### src/rtl/instr_encoder.sv
// Instruction encoder: packs opcode/flag/field tuples into 9-bit words and writes them
// sequentially into instruction memory. Define ENCODER_CHECK_EN to reject register-form tuples with in_field[4] set.
module instr_encoder #(
  parameter int ADDR_W = 8
) (
  input  logic              CLK,
  input  logic              Reset,
  input  logic              start,
  input  logic              in_valid,
  output logic              in_ready,
  input  logic [3:0]        in_op,
  input  logic              in_flag,
  input  logic [4:0]        in_field,
  output logic              wr_en,
  output logic [ADDR_W-1:0] wr_addr,
  output logic [8:0]        wr_data,
  output logic [ADDR_W:0]   count,
  output logic              done,
  output logic              overflow,
  output logic              err
);

  typedef enum logic [1:0] {IDLE = 2'd0, RUN = 2'd1, DONE = 2'd2} state_e;

  localparam logic [ADDR_W-1:0] ADDR_ONE = 1;
  localparam logic [ADDR_W:0]   CNT_ONE  = 1;
  localparam logic [ADDR_W-1:0] ADDR_MAX = '1;
  localparam logic [3:0]        OP_STOP  = 4'hF;

  state_e            state_q, state_d;
  logic              wr_en_q, wr_en_d;
  logic [ADDR_W-1:0] wr_addr_q, wr_addr_d;
  logic [ADDR_W-1:0] next_addr_q, next_addr_d;
  logic [8:0]        wr_data_q, wr_data_d;
  logic [ADDR_W:0]   count_q, count_d;
  logic              overflow_q, overflow_d;

  logic       hs, is_stop, is_reg, illegal, do_write, last_addr, restart;
  logic [8:0] enc_word;

  assign hs        = in_valid && (state_q == RUN);
  assign is_stop   = (in_op == OP_STOP);
  assign is_reg    = (in_op == 4'h4) || (in_op == 4'hD) || (in_op == 4'hE) ||
                     (((in_op == 4'hB) || (in_op == 4'hC)) && in_flag);
  assign last_addr = (next_addr_q == ADDR_MAX);
  assign restart   = start && (state_q != RUN);
  assign do_write  = hs && !illegal;

`ifdef ENCODER_CHECK_EN
  logic err_q, err_d;

  // Illegal tuples are still consumed so the source never stalls on them.
  assign illegal = is_reg && in_field[4];

  always_comb begin
    err_d = err_q;
    if (restart)
      err_d = 1'b0;
    else if (hs && illegal)
      err_d = 1'b1;
  end

  always_ff @(posedge CLK or posedge Reset) begin
    if (Reset) err_q <= 1'b0;
    else       err_q <= err_d;
  end

  assign err = err_q;
`else
  assign illegal = 1'b0;
  assign err     = 1'b0;
`endif

  always_comb begin
    enc_word = {in_op, in_field};
    if (is_stop)
      enc_word = {OP_STOP, 5'b0};
    else if (is_reg)
      enc_word = {in_op, in_flag, in_field[3:0]};
  end

  // State register
  always_ff @(posedge CLK or posedge Reset) begin
    if (Reset) state_q <= IDLE;
    else       state_q <= state_d;
  end

  // Next-state logic
  always_comb begin
    state_d = state_q;
    case (state_q)
      IDLE, DONE: if (start) state_d = RUN;
      RUN:        if (do_write && (is_stop || last_addr)) state_d = DONE;
      default:    state_d = IDLE;
    endcase
  end

  // FSM outputs
  always_comb begin
    in_ready = (state_q == RUN);
    done     = (state_q == DONE);
  end

  // Write pipeline and session counters
  always_comb begin
    wr_en_d     = 1'b0;
    wr_addr_d   = wr_addr_q;
    wr_data_d   = wr_data_q;
    next_addr_d = next_addr_q;
    count_d     = count_q;
    overflow_d  = overflow_q;
    if (restart) begin
      wr_addr_d   = '0;
      next_addr_d = '0;
      count_d     = '0;
      overflow_d  = 1'b0;
    end else if (do_write) begin
      wr_en_d     = 1'b1;
      wr_addr_d   = next_addr_q;
      wr_data_d   = enc_word;
      next_addr_d = next_addr_q + ADDR_ONE;
      count_d     = count_q + CNT_ONE;
      if (!is_stop && last_addr)
        overflow_d = 1'b1;
    end
  end

  always_ff @(posedge CLK or posedge Reset) begin
    if (Reset) begin
      wr_en_q     <= 1'b0;
      wr_addr_q   <= '0;
      wr_data_q   <= '0;
      next_addr_q <= '0;
      count_q     <= '0;
      overflow_q  <= 1'b0;
    end else begin
      wr_en_q     <= wr_en_d;
      wr_addr_q   <= wr_addr_d;
      wr_data_q   <= wr_data_d;
      next_addr_q <= next_addr_d;
      count_q     <= count_d;
      overflow_q  <= overflow_d;
    end
  end

  assign wr_en    = wr_en_q;
  assign wr_addr  = wr_addr_q;
  assign wr_data  = wr_data_q;
  assign count    = count_q;
  assign overflow = overflow_q;

endmodule
### config.mk
export PLATFORM = sky130hd
export DESIGN_NAME = instr_encoder
export DESIGN_NICKNAME = d
export VERILOG_FILES = /design/src/rtl/instr_encoder.sv
export SDC_FILE = /design/constraint.sdc
export NUM_CORES = 1
export LEC_CHECK = 0
export CAP_MARGIN = 30
export CORE_MARGIN = 5
export CORE_UTILIZATION = 51
export CTS_CLUSTER_DIAMETER = 30
export DETAILED_ROUTE_END_ITERATION = 12
export GPL_TIMING_DRIVEN = 0
export PLACE_DENSITY = 0.83
export SYNTH_ARGS = -nofsm -noshare
export SYNTH_HDL_FRONTEND = slang
export SYNTH_SLANG_ARGS = --single-unit
### constraint.sdc
create_clock -name CLK -period 2.9 [get_ports CLK]
set_input_delay 0.435 -clock CLK [delete_from_list [all_inputs] [get_ports CLK]]
set_output_delay 0.435 -clock CLK [all_outputs]
set_load 0.01 [all_outputs]
==> flow_summary.ini, run 1 <==
[clock_network]
clkTransAtPathRegs_ns = 0.11
htree_levels = 2
cts_buffer_depth = 2
postCtsSetupBuffers = 0
cts_resized = 0
tritoncts = built
cts-hold-fix-buffers = 0
clock_tree.root_cell = clkbuf_4
clk_latency_ns = 0.33
numCtsBuffers = 5
clock-sinks = 38

[setup_path]
cp.required_ns = 2.47
r2r_cells = 5
end_kind = output pin
cp-start-kind = register
critical_path_arrival_ns = 1.57
reg2reg_slack_ns = 1.41
critPathKind = reg -> out
path_max_fanout = 3
r2r_end = count[6]$_DFFE_PP0P_
crit-reg2reg-launch = state_q[0]$_DFFE_PP0P_

[timing]
clock_skew_ns = 0.0113
fin_tns_setup_ns = 0
rsz0062_at_grt = no
fin_crit_sh_pct = 69.2
worstMarginPinSlew_ns = 0.547
min_period_ns = 2.01
max_slew_margin_pct = 63.5
finalHoldViolCount = 0
setup_violations = 0
max_freq_mhz = 498
report.final.slew_viol_count = 0

[die]
core_area_um2 = 3280
initial_core_util_pct = 52.1
rows = 21
die_h_um = 67.9
die_area_um2 = 4610
die_width_um = 67.9
io_pins = 45

[finish]
final_util_pct = 69.3
diodes = 0
drive_gt1_share_pct = 12.8
finalNetCount = 219
area_growth_pct = 32.9

[power]
finalPower_mw = 1.70
peakVddDrop_uv = 463
powerDensity_nw_per_um2 = 746
power_leakage_nw = 1.06

[min_path]
hp-class = in -> async

[logic_synthesis]
synth_fp_nets = 168
syn_inst = 152
yosys.cell_types.count = 36
synth_sequential_area_ratio_pct = 55.6
ys_async_sr_fraction_pct = 100
synth_seq_cells = 38
synth.avg_cell_area_um2 = 11.3
synth_edf_count = 0
netlist_area_um2 = 1710
ys.warnings.count = 0
synth_ff_type = dfrtp_1

[global_routing]
grt_start_max_net_pins = 27
grt_pass1_vias = 1309
track_usage_pct = 18.6
grt_first_pass_wirelength_um = 6220
overflow = 0
grt_antenna_before_repair = 0

[detailed_routing]
drt_iter0_markers = 57
wl_per_cell_um = 15.1
drc_errors = 0
viasPerCell = 5.19
wirelength_um = 3760
vias = 1293
dr.pass1.iters = 4
ant_nets = 0

[placement]
hpwlAfterDp_um = 2780
globalplace.congestion = 0.792
io_buffers = 43

[job]
drv_cap = 0

[run_status]
status = finished, final reports clean
how the worst max path moves through the flow:
stage,start,end,slack (ns)
6_report,state_q[1]$_DFFE_PP0P_,in_ready,0.89
5_1_grt,state_q[1]$_DFFE_PP0P_,in_ready,0.83
4_1_cts,state_q[1]$_DFFE_PP0P_,in_ready,0.88
3_5_place_dp,in_valid,count[7]$_DFFE_PP0P_,1.07
3_3_place_gp,Reset,wr_addr[3]$_DFFE_PP0P_,0.88
2_1_floorplan,Reset,count[0]$_DFFE_PP0P_,1.60
flip-flops by register name, indices dropped and copies added, names as in the netlist:
| signal | flops |
|---|---|
| wr_en | 1 |
| state_q | 2 |
| wr_addr | 8 |
| overflow | 1 |
| wr_data | 9 |
| count | 9 |
| next_addr_q | 8 |
cells in the mapped netlist (2+ instances only):
library cell / n / area, um^2
nand2_1: 13 / 48.8
nand3_1: 3 / 15.0
nand4_1: 8 / 50.1
a22o_1: 16 / 140
xor2_1: 14 / 123
nand2_2: 4 / 25.0
buf_4: 3 / 22.5
nor2b_1: 3 / 18.8
inv_1: 4 / 15.0
nor2_1: 14 / 52.6
and3_1: 3 / 18.8
ha_1: 2 / 25.0
o211ai_1: 2 / 15.0
buf_2: 3 / 15.0
dfrtp_1: 38 / 951
o21ai_0: 2 / 10.0
layout make-up:
cell class,instances,area [um^2]
Fill cell,270,1010
Inverter,6,28.8
Tap cell,46,57.6
Clock inverter,2,10.0
Buffer,7,57.6
Sequential cell,38,951
Multi-Input combinational cell,101,674
Timing Repair Buffer,44,458
Clock buffer,5,37.5
stage by stage:
stage,setup WS [ns],instances,instance area [um^2],hold WS (ns)
CTS,0.877,249,2270,0.450
detailed placement,1.07,242,2230,0.475
finish,0.893,249,2270,0.437
global route,0.827,249,2270,0.472
global placement,0.880,241,2200,0.462
floorplan,1.60,152,1710,0.501
placed cells by master, fill, tap and decap left out, types with 2 or more instances in the layout:
cell / count
buf_4: 3
o21ai_0: 2
ha_1: 2
nor2b_1: 3
o211ai_1: 2
nand2_1: 13
xor2_1: 14
inv_1: 4
nand2_2: 4
dfrtp_1: 38
nand4_1: 8
and3_1: 3
clkbuf_4: 5
a22o_1: 16
nand3_1: 3
clkdlybuf4s50_1: 43
nor2_1: 14
clkinv_2: 3
buf_2: 3
where the power goes:
part | total [mW] | switching, mW | internal (mW)
sequential | 0.779 | 0.119 | 0.661
clock | 0.251 | 0.164 | 0.0873
combinational | 0.667 | 0.305 | 0.361
metal layers:
metal | GRT usage [%] | vias up | routed length (um)
met5 | 0 | - | 0
met4 | 4.96 | 0 | 23
met3 | 5.42 | 4 | 179
met2 | 32.3 | 28 | 1980
met1 | 22.4 | 630 | 1580
li1 | - | 631 | -
critical path: stages, from the launching register on:
cell and delay, ns:
dfrtp_1 0.41, nand2b_2 0.21, clkinv_2 0.09, clkdlybuf4s50_1 0.54
kinds of logic (layout without fill, tap and decap cells):
| group | Yosys count | after routing | share of synthesized area (%) |
|---|---|---|---|
| other cells | 1 | 1 | 0.219 |
| flops | 38 | 38 | 55.6 |
| buf+inv | 13 | 64 | 5.04 |
| compound gates | 25 | 25 | 11.8 |
| xor+xnor | 15 | 15 | 7.68 |
| simple gates | 57 | 57 | 17.7 |
| fa+ha+maj | 3 | 3 | 2.05 |
Note: power is estimated with default switching activity, not from simulation.
==> inputs of run 2 (changes only) <==
CORE_UTILIZATION = 48   (was 51)
PLACE_DENSITY = 0.79   (was 0.83)
clock period = 2 ns   (was 2.9 ns; I/O delays follow)
==> flow_summary.ini, run 2 (synthesis results as in run 1) <==
[placement]
globalplace.congestion = 0.802
io_buffers = 43
hpwlAfterDp_um = 2820

[finish]
drive_gt1_share_pct = 13.2
final_common_cell = clkdlybuf4s50_1
final_cell_mix = clkdlybuf4s50_1 (43), dfrtp_1 (38), a22o_1 (16)
finalNetCount = 219
area_growth_pct = 36.6
diodes = 0

[power]
p_seq_share_pct = 40.7
switching_share_pct = 31.2
power_leakage_nw = 1.08
intPower_mw = 1.91
powerDensity_nw_per_um2 = 1180
peakVddDrop_uv = 639
pwr-share-comb_pct = 35.0
p_switching_uw = 863
clkPwrFrac_pct = 24.3

[global_routing]
overflow = 0
grt_antenna_before_repair = 0
track_usage_pct = 16.7
grt_start_max_net_pins = 27
grt_pass1_vias = 1381
grt_first_pass_wirelength_um = 6490

[job]
drv_cap = 0

[detailed_routing]
drc_errors = 0
met3_wirelength_um = 180
dr_wl_met2_um = 1930
wirelength_um = 3750
met1_length_um = 1570
viasPerCell = 5.32
drt_iter0_markers = 55
dr.pass1.iters = 4
wl_per_cell_um = 15.0
ant_nets = 0
highest_layer = met4
vias = 1330

[die]
die_area_um2 = 4860
io_pins = 45
die_width_um = 69.7
core_area_um2 = 3390
initial_core_util_pct = 50.5
rows = 21
die_h_um = 69.7

[clock_network]
clock_tree.root_cell = clkbuf_4
clock-sinks = 38
numCtsBuffers = 5
postCtsSetupBuffers = 0
tritoncts = built
cts-hold-fix-buffers = 0
htree_levels = 2
clkTransAtPathRegs_ns = 0.12
cts_buffer_depth = 2
cts_resized = 0
clk_latency_ns = 0.34

[run_status]
status = finished, final reports clean

[min_path]
hp-class = in -> async

[timing]
max_slew_margin_pct = 63.0
finalHoldViolCount = 0
rsz0062_at_grt = no
fin_tns_setup_ns = 0
max_freq_mhz = 532
setup_violations = 0
worstMarginPinSlew_ns = 0.555
clock_skew_ns = 0.0138
fin_crit_sh_pct = 94.1
report.final.slew_viol_count = 0
hold_ws_ns = 0.293
min_period_ns = 1.88

[setup_path]
startpoint = state_q[1]$_DFFE_PP0P_
path_buf_inv = 2
crit_slowest_cell = clkdlybuf4s50_1
end_kind = output pin
slowest_delay_ns = 0.53
crit_family = buffers and inverters
critical_path_arrival_ns = 1.58
cp-start-kind = register
crit-reg2reg-launch = state_q[0]$_DFFE_PP0P_
cp.required_ns = 1.70
crit_chain = nand2b_2 -> clkinv_2 -> clkdlybuf4s50_1
path_max_fanout = 3
critPathKind = reg -> out
[run 2: cell count changes in the layout (fill, tap and decap cells not counted)]
cell,before,now
clkinv_2,3,1
clkbuf_8,0,1
bufinv_16,0,2
[run 2: metal layers]
metal,track usage (%),vias up
met3,5.36,8
met5,0,-
met4,6.17,0
li1,-,625
met2,29.4,32
met1,18.9,665
[run 2: power by group through the flow]
stage,sequential [mW],clock (mW),combinational [mW]
finish,1.13,0.673,0.969
global route,1.16,0.722,1.05
CTS,1.13,0.685,0.983
detailed placement,1.14,0,0.978
global placement,1.13,0,0.948
floorplan,1.18,0,0.450
[run 2: final cells by class]
type / instances / area, um^2
Sequential cell: 38 / 951
Tap cell: 46 / 57.6
Multi-Input combinational cell: 101 / 674
Clock buffer: 6 / 51.3
Inverter: 6 / 28.8
Clock inverter: 2 / 60.1
Fill cell: 251 / 1050
Buffer: 7 / 57.6
Timing Repair Buffer: 44 / 458
[run 2: path summary, 6_finish.rpt]
check,to,cells past startpoint,slack [ns]
max reg2reg,next_addr_q[7]$_DFFE_PP0P_,5,0.58
min reg2reg,wr_data[7]$_DFFE_PP0P_,2,0.49
min in group CLK,wr_data[7]$_DFFE_PP0P_,2,0.49
max in group asynchronous,wr_addr[4]$_DFFE_PP0P_,3,1.18
min,wr_data[2]$_DFFE_PP0P_,2,0.29
max,in_ready,3,0.12
[run 2: through the flow]
step / total power, mW / instances / worst slack [ns] / instance area, um^2 / util [%]
after floorplan: 1.63 / 152 / 0.698 / 1710 / -
after global placement: 2.07 / 241 / 0.106 / 2200 / 64.9
after detailed placement: 2.12 / 242 / 0.311 / 2230 / 65.7
after CTS: 2.79 / 250 / 0.112 / 2340 / 69.0
after global routing: 2.93 / 250 / 0.0530 / 2340 / 69.0
final: 2.77 / 250 / 0.119 / 2340 / 69.0
==> inputs of run 3 (changes only) <==
CORE_ASPECT_RATIO = 1.5   (was default)
SKIP_LAST_GASP = 1   (was default)
==> flow_summary.ini, run 3 (synthesis results as in run 1) <==
[run_status]
status = finished, final reports clean

[placement]
hpwlAfterDp_um = 2880
io_buffers = 43
dpl_cell_area_um2 = 2220
globalplace.congestion = 0.837

[global_routing]
grt_start_max_net_pins = 22
grt_pass1_vias = 1385
track_usage_pct = 16.6
overflow = 0
grt_first_pass_wirelength_um = 6220
grt_antenna_before_repair = 0

[finish]
seq_area_um2 = 951
final_cell_mix = clkdlybuf4s50_1 (43), dfrtp_1 (38), a22o_1 (16)
drive_gt1_share_pct = 13.2
diodes = 0
area_growth_pct = 35.4
nFillCells = 290
final_common_cell = clkdlybuf4s50_1
finalNetCount = 219
finalInstanceArea_um2 = 2320
multi_input_area_um2 = 674

[clock_network]
clock_tree.root_cell = clkbuf_8
clkTransAtPathRegs_ns = 0.07
tritoncts = built
clock-sinks = 38
cts_resized = 0
numCtsBuffers = 5
htree_levels = 2
clk_latency_ns = 0.28
cts_buffer_depth = 2
cts-hold-fix-buffers = 0
postCtsSetupBuffers = 0

[power]
peakVddDrop_uv = 848
power_leakage_nw = 1.07
powerDensity_nw_per_um2 = 1130

[timing]
fin_tns_setup_ns = 0
worstMarginPinSlew_ns = 0.745
report.final.slew_viol_count = 0
clock_skew_ns = 0.00738
max_freq_mhz = 553
finalHoldViolCount = 0
setup_violations = 0
fin_crit_sh_pct = 90.4
max_slew_margin_pct = 50.3
rsz0062_at_grt = no
min_period_ns = 1.81

[detailed_routing]
drt_iter0_markers = 19
wl_per_cell_um = 15.4
ant_nets = 0
viasPerCell = 5.33
vias = 1312
drc_errors = 0
wirelength_um = 3780
dr.pass1.iters = 4

[setup_path]
critical_path_arrival_ns = 1.51
critPathKind = reg -> out
path_max_fanout = 3
end_kind = output pin
cp-start-kind = register
cp.required_ns = 1.70

[die]
core_area_um2 = 3420
io_pins = 45
initial_core_util_pct = 50.1
die_area_um2 = 4880
rows = 26
die_width_um = 58.8
die_h_um = 83.1

[min_path]
hp-class = in -> async

[job]
drv_cap = 0
[run 3: cell count changes in the layout (fill, tap and decap cells not counted), sizes merged]
cell	previous run	this run
bufinv	2	0
clkinv	1	2
clkinvlp	0	1
[run 3: layer usage]
metal  track usage, %  part of all wire, %
met3             4.81                  6.7
met2             27.8                   51
met5                0                    0
met4             8.25                  2.3
met1             18.6                   40
[run 3: metrics by stage]
step	hold WS (ns)	utilization, %	total power, mW	cells	worst slack (ns)
global route	0.512	67.8	2.79	246	0.144
global placement	0.462	64.2	2.07	237	0.0806
detailed placement	0.481	65.1	2.12	238	0.226
CTS	0.457	67.8	2.66	246	0.187
floorplan	0.400	-	1.63	152	0.698
finish	0.443	67.8	2.63	246	0.192
[run 3: final cells by class]
| class | count | share of cell area (%) |
|---|---|---|
| sequential | 38 | 41.0 |
| multi-input combinational | 101 | 29.1 |
| timing repair buffer | 44 | 19.8 |
| clock buffer | 6 | 3.56 |
| buffer | 7 | 2.48 |
| tap | 42 | 2.27 |
| inverter | 6 | 1.24 |
| clock inverter | 2 | 0.540 |
[run 3: worst paths after layout]
path,start,end,slack [ns],cells past startpoint
worst max-delay path,state_q[1]$_DFFE_PP0P_,in_ready,0.19,3
worst min-delay path,Reset,next_addr_q[6]$_DFFE_PP0P_,0.44,2
worst max register to register,state_q[0]$_DFFE_PP0P_,count[5]$_DFFE_PP0P_,0.53,5
worst min register to register,wr_data[8]$_DFFE_PP0P_,wr_data[8]$_DFFE_PP0P_,0.49,2
max in group asynchronous,Reset,state_q[1]$_DFFE_PP0P_,1.00,3
min in group CLK,wr_data[8]$_DFFE_PP0P_,wr_data[8]$_DFFE_PP0P_,0.49,2
[run 3: where the power goes]
part           switching (mW)  total [mW]  internal (mW)  leakage (nW)
logic                   0.441       0.965          0.523         0.525
registers               0.169        1.13          0.960         0.499
clock network           0.254       0.531          0.277        0.0472
total                   0.865        2.63           1.76          1.07
[run 3: worst max-delay path, cell delays in order (launching register included)]
cell	delay [ns]
dfrtp_1	0.38
nand2b_2	0.22
clkinv_2	0.09
clkdlybuf4s50_1	0.54
